`src/rtl/stream_pkg.sv`:
```
// Shared types for the stream_tools pixel stages.
//   pixel_t        : one 24-bit RGB pixel
//   tagged_pixel_t : pixel plus start-of-frame / end-of-line / end-of-frame tags
//   framer_state_t : frame-gating FSM states
package stream_pkg;

    localparam int unsigned PIXEL_WIDTH = 24;

    typedef logic [PIXEL_WIDTH-1:0] pixel_t;

    typedef struct packed {
        pixel_t data;
        logic   sof;
        logic   eol;
        logic   eof;
    } tagged_pixel_t;

    localparam int unsigned TAGGED_WIDTH = $bits(tagged_pixel_t);

    typedef enum logic [1:0] {
        IDLE  = 2'd0,
        RUN   = 2'd1,
        DRAIN = 2'd2
    } framer_state_t;

endpackage

```
`src/rtl/stream_skid_buffer.sv`:
```
// Two-entry skid buffer with a registered input ready.
//   in_data/in_valid/in_ready   : upstream handshake (in_ready is a flop)
//   in_ready_next_c             : value in_ready takes next cycle
//   out_data/out_valid/out_ready: downstream handshake (out_* are flops)
//   count / count_next_c        : occupancy now / next cycle (0..2)
module stream_skid_buffer #(
    parameter int unsigned WIDTH = 27
) (
    input  logic             clk,
    input  logic             rst,
    input  logic [WIDTH-1:0] in_data,
    input  logic             in_valid,
    output logic             in_ready,
    output logic             in_ready_next_c,
    output logic [WIDTH-1:0] out_data,
    output logic             out_valid,
    input  logic             out_ready,
    output logic [1:0]       count,
    output logic [1:0]       count_next_c
);

    logic [WIDTH-1:0] out_data_q, out_data_d;
    logic [WIDTH-1:0] skid_data_q, skid_data_d;
    logic             out_valid_q, out_valid_d;
    logic             skid_valid_q, skid_valid_d;
    logic             in_ready_q, in_ready_d;
    logic             push, pop;

    // Output slot is refilled from the skid slot first so order is preserved.
    always_comb begin
        out_data_d   = out_data_q;
        out_valid_d  = out_valid_q;
        skid_data_d  = skid_data_q;
        skid_valid_d = skid_valid_q;
        push         = in_valid && in_ready_q;
        pop          = out_valid_q && out_ready;

        if (!out_valid_q || pop) begin
            if (skid_valid_q) begin
                out_data_d   = skid_data_q;
                out_valid_d  = 1'b1;
                skid_valid_d = push;
                if (push) begin
                    skid_data_d = in_data;
                end
            end else begin
                out_valid_d = push;
                if (push) begin
                    out_data_d = in_data;
                end
            end
        end else if (push) begin
            skid_data_d  = in_data;
            skid_valid_d = 1'b1;
        end

        // Skid slot occupied implies output slot occupied, so full == skid valid.
        in_ready_d = !skid_valid_d;
    end

    always_ff @(posedge clk) begin
        if (rst) begin
            out_data_q   <= '0;
            out_valid_q  <= 1'b0;
            skid_data_q  <= '0;
            skid_valid_q <= 1'b0;
            in_ready_q   <= 1'b0;
        end else begin
            out_data_q   <= out_data_d;
            out_valid_q  <= out_valid_d;
            skid_data_q  <= skid_data_d;
            skid_valid_q <= skid_valid_d;
            in_ready_q   <= in_ready_d;
        end
    end

    assign in_ready        = in_ready_q;
    assign in_ready_next_c = in_ready_d;
    assign out_data        = out_data_q;
    assign out_valid       = out_valid_q;
    assign count           = 2'(out_valid_q) + 2'(skid_valid_q);
    assign count_next_c    = 2'(out_valid_d) + 2'(skid_valid_d);

endmodule

```
`src/rtl/stream_pixel_framer.sv`:
```
// Frames a 24-bit pixel stream against a run-time cols x rows geometry.
//   cfg_cols/cfg_rows/cfg_start : frame request, sampled in IDLE only
//   busy / frame_done           : frame in progress / last beat has left
//   stream_in*                  : upstream pixels, accepted for one frame only
//   stream_out*                 : registered tagged pixels with sof/eol/eof
module stream_pixel_framer
    import stream_pkg::*;
#(
    parameter int unsigned COL_WIDTH = 12,
    parameter int unsigned ROW_WIDTH = 12
) (
    input  logic                 clk,
    input  logic                 rst,
    input  logic [COL_WIDTH-1:0] cfg_cols,
    input  logic [ROW_WIDTH-1:0] cfg_rows,
    input  logic                 cfg_start,
    output logic                 busy,
    output logic                 frame_done,
    input  logic [23:0]          stream_in,
    input  logic                 stream_in_valid,
    output logic                 stream_in_ready,
    output logic [23:0]          stream_out,
    output logic                 stream_out_sof,
    output logic                 stream_out_eol,
    output logic                 stream_out_eof,
    output logic                 stream_out_valid,
    input  logic                 stream_out_ready
);

    framer_state_t        state_q, state_d;
    logic [COL_WIDTH-1:0] cols_q, cols_d, col_q, col_d;
    logic [ROW_WIDTH-1:0] rows_q, rows_d, row_q, row_d;
    logic                 busy_q, busy_d;
    logic                 frame_done_q, frame_done_d;
    logic                 in_ready_q, in_ready_d;

    logic                    cfg_ok, accept, sof, eol, eof;
    tagged_pixel_t           in_beat, out_beat;
    logic [TAGGED_WIDTH-1:0] skid_out_data;
    logic                    skid_in_ready, skid_in_ready_next_c;
    logic [1:0]              skid_count, skid_count_next_c;

    // Tags come from the counters before this pixel's increment.
    always_comb begin
        cfg_ok       = cfg_start && (cfg_cols != '0) && (cfg_rows != '0);
        accept       = stream_in_valid && in_ready_q && skid_in_ready;
        sof          = (col_q == '0) && (row_q == '0);
        eol          = (col_q == cols_q - COL_WIDTH'(1));
        eof          = eol && (row_q == rows_q - ROW_WIDTH'(1));
        in_beat.data = stream_in;
        in_beat.sof  = sof;
        in_beat.eol  = eol;
        in_beat.eof  = eof;
    end

    stream_skid_buffer #(
        .WIDTH (TAGGED_WIDTH)
    ) u_skid (
        .clk             (clk),
        .rst             (rst),
        .in_data         (in_beat),
        .in_valid        (accept),
        .in_ready        (skid_in_ready),
        .in_ready_next_c (skid_in_ready_next_c),
        .out_data        (skid_out_data),
        .out_valid       (stream_out_valid),
        .out_ready       (stream_out_ready),
        .count           (skid_count),
        .count_next_c    (skid_count_next_c)
    );

    // State register.
    always_ff @(posedge clk) begin
        if (rst) begin
            state_q <= IDLE;
        end else begin
            state_q <= state_d;
        end
    end

    // Next state; DRAIN is held through the frame_done cycle so a
    // coincident cfg_start is ignored.
    always_comb begin
        state_d = state_q;
        case (state_q)
            IDLE:    if (cfg_ok) state_d = RUN;
            RUN:     if (accept && eof) state_d = DRAIN;
            DRAIN:   if (frame_done_q && (skid_count == 2'd0)) state_d = IDLE;
            default: state_d = IDLE;
        endcase
    end

    // Registered outputs; frame_done fires the cycle after the buffer empties.
    always_comb begin
        frame_done_d = (state_q == DRAIN) && !frame_done_q && (skid_count_next_c == 2'd0);
        busy_d       = (state_d != IDLE) && !frame_done_d;
        in_ready_d   = (state_d == RUN) && skid_in_ready_next_c;
    end

    // Geometry latches and position counters.
    always_comb begin
        cols_d = cols_q;
        rows_d = rows_q;
        col_d  = col_q;
        row_d  = row_q;
        if ((state_q == IDLE) && cfg_ok) begin
            cols_d = cfg_cols;
            rows_d = cfg_rows;
            col_d  = '0;
            row_d  = '0;
        end else if (accept) begin
            if (eol) begin
                col_d = '0;
                row_d = eof ? '0 : row_q + ROW_WIDTH'(1);
            end else begin
                col_d = col_q + COL_WIDTH'(1);
            end
        end
    end

    always_ff @(posedge clk) begin
        if (rst) begin
            cols_q       <= '0;
            rows_q       <= '0;
            col_q        <= '0;
            row_q        <= '0;
            busy_q       <= 1'b0;
            frame_done_q <= 1'b0;
            in_ready_q   <= 1'b0;
        end else begin
            cols_q       <= cols_d;
            rows_q       <= rows_d;
            col_q        <= col_d;
            row_q        <= row_d;
            busy_q       <= busy_d;
            frame_done_q <= frame_done_d;
            in_ready_q   <= in_ready_d;
        end
    end

    assign out_beat        = tagged_pixel_t'(skid_out_data);
    assign stream_out      = out_beat.data;
    assign stream_out_sof  = out_beat.sof;
    assign stream_out_eol  = out_beat.eol;
    assign stream_out_eof  = out_beat.eof;
    assign busy            = busy_q;
    assign frame_done      = frame_done_q;
    assign stream_in_ready = in_ready_q;

endmodule

```
`config.mk`:
```
export PLATFORM = sky130hd
export DESIGN_NAME = stream_pixel_framer
export DESIGN_NICKNAME = d
export VERILOG_FILES = /design/src/rtl/stream_pkg.sv /design/src/rtl/stream_skid_buffer.sv /design/src/rtl/stream_pixel_framer.sv
export SDC_FILE = /design/constraint.sdc
export NUM_CORES = 1
export LEC_CHECK = 0
export CORE_MARGIN = 2
export CORE_UTILIZATION = 35
export CTS_CLUSTER_DIAMETER = 60
export DETAILED_ROUTE_END_ITERATION = 16
export MAX_ROUTING_LAYER = met4
export PLACE_DENSITY_LB_ADDON = 0.15
export SKIP_LAST_GASP = 1
export SLEW_MARGIN = 20
export SYNTH_ARGS = -nofsm -noshare
export SYNTH_HDL_FRONTEND = slang
export SYNTH_SLANG_ARGS = --single-unit
```
`constraint.sdc`:
```
create_clock -name clk -period 2.6 [get_ports clk]
set_input_delay 0.52 -clock clk [delete_from_list [all_inputs] [get_ports clk]]
set_output_delay 0.52 -clock clk [all_outputs]
set_load 0.02 [all_outputs]
```
==> results.json <==
{
  "buffer_ports.inserted": 83,
  "io-pin-count": 84,
  "worstReg2RegStart": "cols_q[0]",
  "final_setup_violation_count": 0,
  "critPathKind": "flop to flop",
  "first_global_vias": 4739,
  "detailedPlacementHpwl_mm": 9.931,
  "cts_made_buffers": 9,
  "max_slew_margin": 0.5910,
  "finalWirelength_mm": 13.96,
  "peakVddDrop_uv": 302.2,
  "detailedRoute.firstIterationViolations": 239,
  "highest-signal-layer": "met4",
  "synth_area_per_cell_um2": 8.535,
  "total_clock_sinks": 110,
  "synth-main-ff-cell": "dfxtp_1",
  "die-area_mm2": 0.01645,
  "cts-root-to-sink-buffers": 2,
  "setup.reg_to_reg.worst_slack_ns": 0.02,
  "grt-ovfl-total": 0,
  "power_density_mw_per_mm2": 529.2,
  "gr-usage-all-layers": 0.1807,
  "synth.net_count": 692,
  "cells_on_worst_reg2reg_path": 10,
  "postSynth.asyncResetShare": 0,
  "hold_viol_final": 0,
  "antennaDiodeCount": 0,
  "finalWeightedCongestion": 0.8469,
  "initial_utilization": 0.3567,
  "cts.reportedPaths.clkPinSlew_ns": 0.08,
  "synthesis.area_mm2": 0.005403,
  "root_buffer": "clkbuf_16",
  "die-height_um": 128.2,
  "detailroute.wirelength.met3_um": 587,
  "row_count": 45,
  "placeableCoreArea_mm2": 0.01515,
  "postLayoutCellArea_mm2": 0.007082,
  "arrival_ns": 2.81,
  "worstSetupStartpointType": "flop",
  "critPathRequiredTime_ns": 2.84,
  "drv.max_cap_violation_count": 0,
  "timing.critical_path.fanout_max": 6,
  "result_of_the_run": "finished, final reports clean",
  "final_antenna_net_count": 0,
  "fin_worst_skew_ns": 0.01092,
  "holdPathStages": 2,
  "area_of_the_multi_input_gates_mm2": 0.003112,
  "grt_start_max_net_pins": 59,
  "share_of_synthesized_area_occupied_by_flip_flops_and_latches": 0.4076,
  "finalMaxSlewViolations": 0,
  "drt_pass1_iterations": 4,
  "wl_met2_mm": 6.813,
  "min_hold_slack_ns": 0.4570,
  "dpl_cell_area_mm2": 0.006640,
  "clk-insertion-delay-late_ns": 0.36,
  "area_growth_syn_to_layout_pct": 31.08,
  "grt_antenna_before_repair": 0,
  "grt_pass1_wl_mm": 23.14,
  "ys_seq_elements": 110,
  "min_from": "u_skid.skid_data_q[5]",
  "timing.fmax_mhz": 388.0,
  "remaining_drc_errors": 0,
  "cts_hold_buf": 0,
  "m1_wire_length_mm": 6.371,
  "min_path_type": "flop to flop",
  "floorplan.die.width_um": 128.2,
  "worstMarginPinSlew_ns": 0.6136,
  "p_leak_uw": 0.002552,
  "cts_tree": "built",
  "ys_warn_count": 0,
  "critical_path.reg2reg.endpoint": "row_q[8]",
  "synth_cell_type_count": 60,
  "setup_tns_after_final_layout_ns": 0,
  "route.detailed.vias_per_inst": 5.192,
  "finalNetCount": 788,
  "post-layout-total-power_uw": 3748,
  "rsz0062_at_grt": "true",
  "post-route-min-period_ns": 2.577,
  "timing.hold.worst_endpoint": "u_skid.skid_data_q[5]",
  "filler_cell_count": 1472,
  "drt-wirelength-per-cell_um": 15.14,
  "h-tree-depth": 3,
  "number_of_flops_mapped_to_enable_cells_by_yosys": 0,
  "detailroute.via_count": 4787,
  "post-route-period-util": 0.9912,
  "seqCellArea_mm2": 0.002208,
  "share_of_post_route_cells_with_drive_strength_above_1": 0.1294,
  "worst_setup_path_end_kind": "flop",
  "post_synth_inst_count": 633
}
[state kept, by name, indices dropped and copies added, names as in the netlist, 2 cells and up]
register and count:
col_q 12, cols_q 12, row_q 12, rows_q 12, state_q 2, u_skid.out_data 27
u_skid.skid_data_q 27
[logic make-up after synthesis]
kind of cell | Yosys count | synth area share
AND/OR/NAND/NOR | 261 | 0.2434
flip-flops | 110 | 0.4076
AO/OA/AOI/OAI | 109 | 0.1339
buffers and inverters | 55 | 0.04006
multiplexers | 51 | 0.09472
XOR/XNOR | 41 | 0.06647
adder cells (fa/ha/maj) | 6 | 0.01389
[repair_timing]
action                     4_1_cts  5_1_grt
gates cloned                     0        1
setup endpoints to repair        3       29
setup buffers                    0        2
pin swaps                        0        6
resized for setup                1       25
[worst max-delay path by stage]
stage / start / endpoint / slack (ns) / depth (start not counted)
global route: cols_q[0] / row_q[7] / -0.12 / 9
finish: cols_q[0] / row_q[8] / 0.02 / 10
floorplan: rows_q[0] / row_q[10] / 0.07 / 11
detailed placement: cols_q[0] / row_q[8] / 0.01 / 10
global placement: rows_q[0] / u_skid.skid_data_q[0] / -0.008 / 10
CTS: cols_q[0] / row_q[8] / -0.004 / 10
[where the power goes]
group / leakage [uW] / switching, uW / internal [uW] / total, uW
combinational: 0.00152 / 291 / 314 / 605
sequential: 0.000895 / 50.3 / 1730 / 1780
clock: 0.000141 / 686 / 673 / 1360
[layout make-up]
type,instances,share of cell area
clock buffer,9,0.03180
inverter,14,0.007420
clock inverter,7,0.009364
multi-input combinational,468,0.4394
tap,188,0.03322
sequential,110,0.3118
timing repair buffer,126,0.1670
[layout by cell type, fill, tap and decap left out, drive strengths merged, types with 7 or more instances in the layout]
cell           synthesis  routed
nand4                 11      11
a21oi                 49      49
and3                   7       7
nor4                  15      15
xnor2                 19      19
dfxtp                110     110
nor2b                  8       8
buf                   10      44
inv                   14      17
nor3                   9       9
a211oi                26      26
clkdlybuf4s50          0      82
a22oi                  8       8
nor2                  84      84
clkbuf                31       9
nand3                 23      23
mux2i                 50      50
xor2                  22      22
nand2                 69      69
[Yosys cell counts (all sizes together), types with 4 or more instances]
| cell type | instances | area [um^2] |
|---|---|---|
| nand3 | 23 | 115.1 |
| nor2 | 84 | 322.8 |
| a211oi | 26 | 195.2 |
| a21oi | 49 | 245.2 |
| inv | 14 | 52.55 |
| nand2b | 4 | 25.02 |
| nand2 | 69 | 259.0 |
| dfxtp | 110 | 2202 |
| buf | 10 | 47.54 |
| xnor2 | 19 | 166.4 |
| clkbuf | 31 | 116.4 |
| nor4 | 15 | 108.9 |
| a31oi | 4 | 25.02 |
| o21ai | 4 | 20.01 |
| or4 | 4 | 30.03 |
| and3 | 7 | 43.79 |
| or3 | 5 | 31.28 |
| nor3 | 9 | 50.05 |
| nor2b | 8 | 50.05 |
| mux2i | 50 | 500.5 |
| ha | 6 | 75.07 |
| a22oi | 8 | 60.06 |
| xor2 | 22 | 192.7 |
| nand4 | 11 | 81.32 |
[critical path, cell delays in order (launching register included)]
cell and delay (ns):
dfxtp_2 0.32, inv_1 0.09, ha_4 0.15, or4b_4 0.50
o41ai_4 0.26, a32oi_2 0.18, a2bb2oi_4 0.28, nand4_4 0.16
buf_4 0.18, o31ai_1 0.23, a21oi_1 0.10
[routing by layer]
metal,global-route usage,up-vias
met5,-,-
met4,0.04654,0
met3,0.04716,17
met2,0.2963,76
met1,0.2215,2262
li1,-,2432
[metrics by stage]
stage                 util  std cells  setup slack, ns
floorplan                -        633          0.07465
CTS                 0.4577        919        -0.004267
global placement    0.4384        903        -0.007985
finish              0.4676        922          0.02282
global route        0.4676        922          -0.1230
detailed placement  0.4384        903          0.01115
Power figures use the tool's default switching activity.
